===== src/rtl/obi_arb_pkg.sv =====
// Shared types and constants for the two-master OBI memory arbiter.
// Owner encoding, FSM states and the back-pressure LFSR seed.
package obi_arb_pkg;

    typedef enum logic {
        M0 = 1'b0,
        M1 = 1'b1
    } owner_t;

    typedef enum logic {
        ARB  = 1'b0,
        LOCK = 1'b1
    } arb_state_e;

    localparam logic [15:0] OBI_ARB_LFSR_SEED = 16'hACE1;

    function automatic owner_t other_owner(input owner_t o);
        return (o == M0) ? M1 : M0;
    endfunction

endpackage


===== src/rtl/obi_arb_owner_fifo.sv =====
// Owner FIFO: records which master issued each granted request so that
// in-order memory responses can be routed back to the right master.
module obi_arb_owner_fifo
    import obi_arb_pkg::*;
#(
    parameter int unsigned DEPTH = 2
) (
    input  logic   clk_i,
    input  logic   rst_ni,
    input  logic   push_i,
    input  owner_t push_owner_i,
    input  logic   pop_i,
    output logic   full_o,
    output logic   empty_o,
    output owner_t head_o
);

    localparam int unsigned PTR_W = (DEPTH > 1) ? $clog2(DEPTH) : 1;
    localparam int unsigned CNT_W = $clog2(DEPTH + 1);

    owner_t           mem_q [DEPTH];
    logic [PTR_W-1:0] wptr_q;
    logic [PTR_W-1:0] rptr_q;
    logic [CNT_W-1:0] count_q;
    logic             do_push;
    logic             do_pop;

    // Pointers wrap explicitly so non-power-of-2 depths would still be safe.
    function automatic logic [PTR_W-1:0] ptr_inc(input logic [PTR_W-1:0] p);
        return (p == PTR_W'(DEPTH - 1)) ? '0 : p + 1'b1;
    endfunction

    assign full_o  = (count_q == CNT_W'(DEPTH));
    assign empty_o = (count_q == '0);
    assign do_pop  = pop_i & ~empty_o;
    assign do_push = push_i & (~full_o | do_pop);
    assign head_o  = mem_q[rptr_q];

    always_ff @(posedge clk_i) begin
        if (!rst_ni) begin
            wptr_q  <= '0;
            rptr_q  <= '0;
            count_q <= '0;
        end else begin
            if (do_push) wptr_q <= ptr_inc(wptr_q);
            if (do_pop)  rptr_q <= ptr_inc(rptr_q);
            if (do_push && !do_pop)      count_q <= count_q + 1'b1;
            else if (do_pop && !do_push) count_q <= count_q - 1'b1;
        end
    end

    always_ff @(posedge clk_i) begin
        if (do_push) mem_q[wptr_q] <= push_owner_i;
    end

endmodule


===== src/rtl/obi_mem_arbiter.sv =====
// Round-robin arbiter sharing one OBI memory port between two masters.
// Define MEM_ARB_STALL_EN to add LFSR-driven random back-pressure in ARB.
module obi_mem_arbiter
    import obi_arb_pkg::*;
#(
    parameter int unsigned ADDR_WIDTH      = 32,
    parameter int unsigned DATA_WIDTH      = 32,
    parameter int unsigned MAX_OUTSTANDING = 2
) (
    input  logic                    clk_i,
    input  logic                    rst_ni,

    input  logic                    m0_req_i,
    output logic                    m0_gnt_o,
    output logic                    m0_rvalid_o,
    input  logic [ADDR_WIDTH-1:0]   m0_addr_i,
    input  logic                    m0_we_i,
    input  logic [DATA_WIDTH/8-1:0] m0_be_i,
    input  logic [DATA_WIDTH-1:0]   m0_wdata_i,
    output logic [DATA_WIDTH-1:0]   m0_rdata_o,

    input  logic                    m1_req_i,
    output logic                    m1_gnt_o,
    output logic                    m1_rvalid_o,
    input  logic [ADDR_WIDTH-1:0]   m1_addr_i,
    input  logic                    m1_we_i,
    input  logic [DATA_WIDTH/8-1:0] m1_be_i,
    input  logic [DATA_WIDTH-1:0]   m1_wdata_i,
    output logic [DATA_WIDTH-1:0]   m1_rdata_o,

    output logic                    mem_req_o,
    input  logic                    mem_gnt_i,
    input  logic                    mem_rvalid_i,
    output logic [ADDR_WIDTH-1:0]   mem_addr_o,
    output logic                    mem_we_o,
    output logic [DATA_WIDTH/8-1:0] mem_be_o,
    output logic [DATA_WIDTH-1:0]   mem_wdata_o,
    input  logic [DATA_WIDTH-1:0]   mem_rdata_i,

    output logic                    err_o
);

    arb_state_e state_q;
    owner_t     rr_ptr_q;
    owner_t     lock_sel_q;
    owner_t     sel;
    owner_t     fifo_head;
    logic       fifo_full;
    logic       fifo_empty;
    logic       handshake;
    logic       stall;

`ifdef MEM_ARB_STALL_EN
    logic [15:0] lfsr_q;

    // Fibonacci LFSR, taps 16/14/13/11; bit 0 injects idle cycles in ARB.
    always_ff @(posedge clk_i) begin
        if (!rst_ni) lfsr_q <= OBI_ARB_LFSR_SEED;
        else         lfsr_q <= {lfsr_q[14:0], lfsr_q[15] ^ lfsr_q[13] ^ lfsr_q[12] ^ lfsr_q[10]};
    end

    assign stall = lfsr_q[0];
`else
    assign stall = 1'b0;
`endif

    // Once a request is presented it must stay stable until granted, so LOCK
    // ignores the FIFO-full and stall masks and keeps the frozen selection.
    always_comb begin
        sel       = lock_sel_q;
        mem_req_o = 1'b0;
        if (state_q == LOCK) begin
            mem_req_o = 1'b1;
        end else begin
            if (m0_req_i && m1_req_i) sel = rr_ptr_q;
            else if (m1_req_i)        sel = M1;
            else                      sel = M0;
            mem_req_o = (m0_req_i | m1_req_i) & ~fifo_full & ~stall;
        end
    end

    assign mem_addr_o  = (sel == M1) ? m1_addr_i  : m0_addr_i;
    assign mem_we_o    = (sel == M1) ? m1_we_i    : m0_we_i;
    assign mem_be_o    = (sel == M1) ? m1_be_i    : m0_be_i;
    assign mem_wdata_o = (sel == M1) ? m1_wdata_i : m0_wdata_i;

    assign handshake = mem_req_o & mem_gnt_i;
    assign m0_gnt_o  = handshake & (sel == M0);
    assign m1_gnt_o  = handshake & (sel == M1);

    assign m0_rvalid_o = mem_rvalid_i & ~fifo_empty & (fifo_head == M0);
    assign m1_rvalid_o = mem_rvalid_i & ~fifo_empty & (fifo_head == M1);
    assign m0_rdata_o  = mem_rdata_i;
    assign m1_rdata_o  = mem_rdata_i;

    obi_arb_owner_fifo #(
        .DEPTH (MAX_OUTSTANDING)
    ) u_owner_fifo (
        .clk_i        (clk_i),
        .rst_ni       (rst_ni),
        .push_i       (handshake),
        .push_owner_i (sel),
        .pop_i        (mem_rvalid_i),
        .full_o       (fifo_full),
        .empty_o      (fifo_empty),
        .head_o       (fifo_head)
    );

    always_ff @(posedge clk_i) begin
        if (!rst_ni) begin
            state_q    <= ARB;
            lock_sel_q <= M0;
            rr_ptr_q   <= M0;
            err_o      <= 1'b0;
        end else begin
            if (handshake)                  rr_ptr_q <= other_owner(sel);
            if (mem_rvalid_i && fifo_empty) err_o    <= 1'b1;
            case (state_q)
                ARB: begin
                    if (mem_req_o && !mem_gnt_i) begin
                        state_q    <= LOCK;
                        lock_sel_q <= sel;
                    end
                end
                LOCK: begin
                    if (mem_gnt_i) state_q <= ARB;
                end
                default: state_q <= ARB;
            endcase
        end
    end

endmodule


===== config.mk =====
export PLATFORM = sky130hd
export DESIGN_NAME = obi_mem_arbiter
export DESIGN_NICKNAME = d
export VERILOG_FILES = /design/src/rtl/obi_arb_pkg.sv /design/src/rtl/obi_arb_owner_fifo.sv /design/src/rtl/obi_mem_arbiter.sv
export SDC_FILE = /design/constraint.sdc
export NUM_CORES = 1
export LEC_CHECK = 0
export CORE_AREA = 3 3 122 124
export CTS_BUF_LIST = sky130_fd_sc_hd__clkbuf_8
export DETAILED_ROUTE_END_ITERATION = 16
export DIE_AREA = 0 0 125 127
export PLACE_DENSITY_LB_ADDON = 0.12
export SLEW_MARGIN = 40
export SYNTH_ARGS = -nofsm -noshare
export SYNTH_HDL_FRONTEND = slang
export SYNTH_SLANG_ARGS = --single-unit
export TNS_END_PERCENT = 100

===== constraint.sdc =====
create_clock -name clk_i -period 2.35 [get_ports clk_i]
set_input_delay 0.705 -clock clk_i [delete_from_list [all_inputs] [get_ports clk_i]]
set_output_delay 0.705 -clock clk_i [all_outputs]
set_load 0.05 [all_outputs]

# After elaboration in Yosys (flattened, before gate mapping)
# Memory sizes are Yosys's and may differ from the RTL's. A register that Yosys moved wholly into a read port is not among the register bits.
# Cells that the tools add are included.
[op_classes]
eq_ne = 1
mux = 20
n_reduce_logical = 11
bitwise = 15
n_addsub = 4
[ops]
columns = ["operator", "count"]
rows = [
  ["two-way mux 32 bit", 2],
  ["two-way mux 1 bit", 14],
  ["AND 1 bit", 8],
  ["logical AND 1 bit", 5],
  ["NOT 1 bit", 5],
  ["two-way mux 2 bit", 2],
  ["two-way mux 4 bit", 1],
  ["zero test 1 bit", 3],
  ["adder 1 bit (second input constant)", 2],
  ["adder 2 x 1 -> 2 bit (second input constant)", 1],
  ["equality test 2 bit (second input constant)", 1],
  ["zero test 2 bit", 1],
  ["bitwise OR 1 bit", 2],
  ["case mux 1 bit (2 select lines)", 1],
  ["AND reduction 2 bit", 1],
  ["nonzero test 2 bit", 1],
  ["subtractor 2 x 1 -> 2 bit (second input constant)", 1],
]
[totals]
input_bits = 176
memories = 1
reg_bits = 8
mem_bits_rw = 2
[memory_table]
columns = ["name", "words", "width", "read_ports", "rd_clocked_by_memory_dff", "write_ports", "line_no", "source"]
rows = [
  ["u_owner_fifo.mem_q", 2, 1, 1, 1, 1, "obi_arb_owner_fifo.sv:21", "owner_t mem_q [DEPTH];"],
]

# Depth between registers and ports, before layout
# Gate-level depths: netlist (run 1).
[depth]
depth_word = 10
ltp_mapped = 7
depth_no_buf = 7

# By module
# From an unflattened synthesis (run 1), not the netlist that was laid out.
[hier_totals]
cells_unflattened = 195
hier_area_um2 = 1863.0
[by_module_without_submodules]
columns = ["module", "seq_area_each_um2", "cells_each", "area_each_um2", "n_inst"]
rows = [
  ["obi_mem_arbiter", 80.1, 167, 1552.7, 1],
  ["obi_arb_owner_fifo", 160.2, 28, 310.3, 1],
]

# Worst setup path before layout (run 1)
# No wires, ideal clock.
[synth_path]
path_type = "input-to-output"
startpoint = "input port m1_req_i"
endpoint = "output port m1_gnt_o"
t_required_ps = 1645
slack_ps = -474
arrival_ps = 2119
stages = 5
path_buffers = 0
cell_sequence = "or2_2 a21oi_1 inv_1 nand2_1 nor2b_1"
[synth_via]
elab_chain_len = 5
[synth_rtl]
columns = ["item", "line_no", "source"]
rows = [
  ["start, declared", "obi_mem_arbiter.sv:22", "input logic m1_req_i,"],
  ["bitwise OR 1 bit", "obi_mem_arbiter.sv:78", "mem_req_o = (m0_req_i | m1_req_i) & ~fifo_full & ~stall;"],
  ["AND 1 bit", "obi_mem_arbiter.sv:78", ""],
  ["two-way mux 1 bit", "obi_mem_arbiter.sv:72", "if (state_q == LOCK) begin"],
  ["via mem_req_o", "obi_mem_arbiter.sv:31", "output logic mem_req_o,"],
  ["AND 1 bit", "obi_mem_arbiter.sv:87", "assign handshake = mem_req_o & mem_gnt_i;"],
  ["AND 1 bit", "obi_mem_arbiter.sv:89", "assign m1_gnt_o = handshake & (sel == M1);"],
  ["end, declared", "obi_mem_arbiter.sv:23", "output logic m1_gnt_o,"],
]
# The timed path passes the listed nets, and every way through them passes these cells.

# Worst setup path in the final report (run 1)
[layout_path]
startpoint = "input port m0_req_i"
endpoint = "output port mem_addr_o[31]"
[layout_via]
elab_chain_len = 4
[layout_rtl]
columns = ["item", "line_no", "source"]
rows = [
  ["start, declared", "obi_mem_arbiter.sv:13", "input logic m0_req_i,"],
  ["logical AND 1 bit", "obi_mem_arbiter.sv:75", "if (m0_req_i && m1_req_i) sel = rr_ptr_q;"],
  ["two-way mux 1 bit", "obi_mem_arbiter.sv:75", ""],
  ["two-way mux 1 bit", "obi_mem_arbiter.sv:72", ""],
  ["two-way mux 32 bit", "obi_mem_arbiter.sv:82", "assign mem_addr_o = (sel == M1) ? m1_addr_i : m0_addr_i;"],
  ["end, declared", "obi_mem_arbiter.sv:34", "output logic [ADDR_WIDTH-1:0] mem_addr_o,"],
]
# Every way passes these cells.

==> results.toml, run 1 <==
[cts]
hold_buffers = 0
clock_latency_ns = 0.24
cts_sinks = 11
cts-htree-levels = 1
path_clk_slew_ns = 0.05
cts_tree = "built"
cts_max_path_buffers = 2
cts_root_buffer = "clkbuf_8"
cts_buffers = 3

[worst_setup_path]
path_max_fanout = 7
cp.required_ns = 1.64
crit_arrival_ns = 1.92
end_kind = "output port"
start_kind = "input pin"
worstSetupPathType = "input pin to output port"

[placement]
hpwlAfterDp_um = 7090
numPortBuffers = 218
place_ws_ns = -0.709
placed_cells = 548
placed_area_um2 = 4180
globalplace.congestion = 0.833

[synth]
synth_nets = 373
synth_common_cells = "buf_4 (66), mux2_2 (65), dfxtp_1 (9), nor2_1 (9), nand2_1 (6)"
yosys_warnings = 0
syn_area_per_cell_um2 = 9.33
synthTopCellsByArea = "mux2_2 (40%), buf_4 (27%), dfxtp_1 (9.8%)"
syn_inst = 196
synth-async-reset-ratio_pct = 0
yosysUniqueCellTypes = 25
ys_seq_area_share_pct = 13.1
synth-main-ff-cell = "dfxtp_1"
yosys.area.top_type_share_pct = 40.0
syn-cell-area_um2 = 1830
ys_seq_elements = 11
synth_edf_count = 2
post-synth-top-count-cell = "buf_4"
synth_largest_area_cell = "mux2_2"

[global_route]
grt_max_degree = 11
grt_pass1_vias = 2079
gr-usage-all-layers_pct = 9.85
overflow = 0
grt_pass1_wl_um = 12600
antenna_found_initial = 0

[outcome]
status = "finished with violations"
violations = "negative setup slack"

[drt]
ant_nets = 0
vias = 2016
drc = 0
avgRoutedWirePerCell_um = 15.2
vias_per_cell = 3.59
drtIter0Drc = 29
dr.pass1.iters = 2
drt_wl_total_um = 8530

[power]
p_leak_uw = 0.00211
intPower_uw = 1490
power_switching_uw = 1130
power_density_nw_per_um2 = 540
ir_worst_vdd_mv = 0.534
sw_frac_of_total_pct = 43.1
seqPwrFrac_pct = 10.8
clkPwrFrac_pct = 7.0
power.share.combinational_pct = 82.2

[job]
max-cap-violations = 0

[timing]
hold_viol_final = 0
fin_crit_ns = 2.62
rsz0062_at_grt = "yes"
tightest_slew_ns = 0.494
fin_ws_ns = -0.272
drv_slew = 0
fmax_ghz = 0.381
slew_headroom_pct = 66.9
setup_viol = 72
fin_crit_sh_pct = 112
finClkSkew_ns = 0.00720

[die]
chipWidth_um = 125
die_h_um = 127
num_rows = 43
pin_count = 315
core_um2 = 13900
start_util_pct = 13.2
die_area_um2 = 15900

[final_layout]
nNetsFinal = 560
area.growth.synth_to_final_pct = 165
n_antenna_cell = 0
final_area_um2 = 4850
filler_cell_count = 1428
final_cell_count_no_fill = 562
drive_gt1_share_pct = 51.0

[min_path]
hp-class = "register to register"
layout make-up:
type | instances | area, um2 | area share [%]
sequential | 11 | 240 | 4.96
tap | 180 | 225 | 4.65
clock inverter | 1 | 3.75 | 0.0774
multi-input combinational | 112 | 1360 | 28.0
timing repair buffer | 253 | 2970 | 61.3
clock buffer | 3 | 41.3 | 0.852
inverter | 2 | 7.51 | 0.155
routing by layer:
metal | vias to the layer above | GRT usage, % | wire length [um]
met5 | - | 0 | 0
met4 | 0 | 0.765 | 13
met3 | 4 | 4.64 | 1080
met2 | 156 | 16.2 | 4150
met1 | 873 | 12.3 | 3290
li1 | 983 | - | -
critical path, cell delays in order:
cell and delay, ns:
buf_6 0.10, nand2b_4 0.07, nand2_4 0.05, o21ai_4 0.18
buf_12 0.19, buf_12 0.14, mux2_4 0.32, buf_8 0.16
cell families after synthesis:
group / share of synthesized area, %
buffers and inverters: 30.6
multiplexers: 43.6
AND/OR/NAND/NOR: 6.98
flip-flops: 13.1
AO/OA/AOI/OAI: 3.63
XOR/XNOR: 1.44
adder cells (fa/ha/maj): 0.684
sequential cells by signal, summed over array words and instances, names as in the netlist, named ones only:
signal and count:
rr_ptr_q 1, u_owner_fifo.rptr_q 1, state_q 1, u_owner_fifo.mem_q 2
u_owner_fifo.wptr_q 1, lock_sel_q 1, err_o 1, u_owner_fifo.count_q 2
path summary, 6_finish.rpt:
check,from,slack [ns],to,depth (start not counted)
max,m0_req_i,-0.27,mem_addr_o[31],8
min,lock_sel_q$_SDFFE_PN0P_,0.45,lock_sel_q$_SDFFE_PN0P_,2
max reg2reg,u_owner_fifo.count_q[0]$_SDFFE_PN0P_,0.36,u_owner_fifo.count_q[1]$_SDFFE_PN0P_,7
min reg2reg,lock_sel_q$_SDFFE_PN0P_,0.45,lock_sel_q$_SDFFE_PN0P_,2
what timing repair did:
item	CTS	global route
gates resized for setup	144	6
setup endpoints to repair	76	74
buffers inserted	8	2
gates cloned	2	1
pin swaps	5	4
metrics by stage:
stage	hold slack [ns]	util, %	power [uW]	TNS [ns]
floorplan	0.437	-	1650	-4.43
global placement	0.448	30.1	2140	-48.59
detailed placement	0.447	30.1	2140	-48.76
CTS	0.453	34.8	2640	-21.10
global route	0.487	34.9	2750	-20.18
finish	0.450	34.9	2620	-16.45
placed cells by master (no fill, tap or decap), types with 2 or more instances in the layout:
cell,synthesis,final
a21oi_1,4,3
buf_12,0,23
buf_4,66,14
buf_6,5,40
buf_8,0,32
clkbuf_8,0,3
clkdlybuf4s50_1,0,141
dfxtp_1,9,9
edfxtp_1,2,2
inv_1,2,2
mux2_4,0,69
mux2i_1,2,2
nand2_1,6,4
nand2_4,0,2
nand2b_1,3,2
nor2_1,9,7
nor3_1,2,2
o21ai_0,3,2
o21ai_4,1,2
xor2_1,3,3
power by group through the flow:
stage / combinational [uW] / clock, uW / sequential [uW]
2_1_floorplan: 1360 / 0 / 289
3_3_place_gp: 1860 / 0 / 278
3_5_place_dp: 1860 / 0 / 279
4_1_cts: 2170 / 190 / 279
5_1_grt: 2250 / 208 / 289
6_report: 2150 / 183 / 282
No activity file was read; power rests on OpenSTA's default activity.
==> run 2: changes to the inputs <==
- CTS_CLUSTER_DIAMETER: unset -> 100
- SKIP_LAST_GASP: unset -> 1
==> results of run 2 <==
Final layout, timing and power as in run 1 (identical DEF).
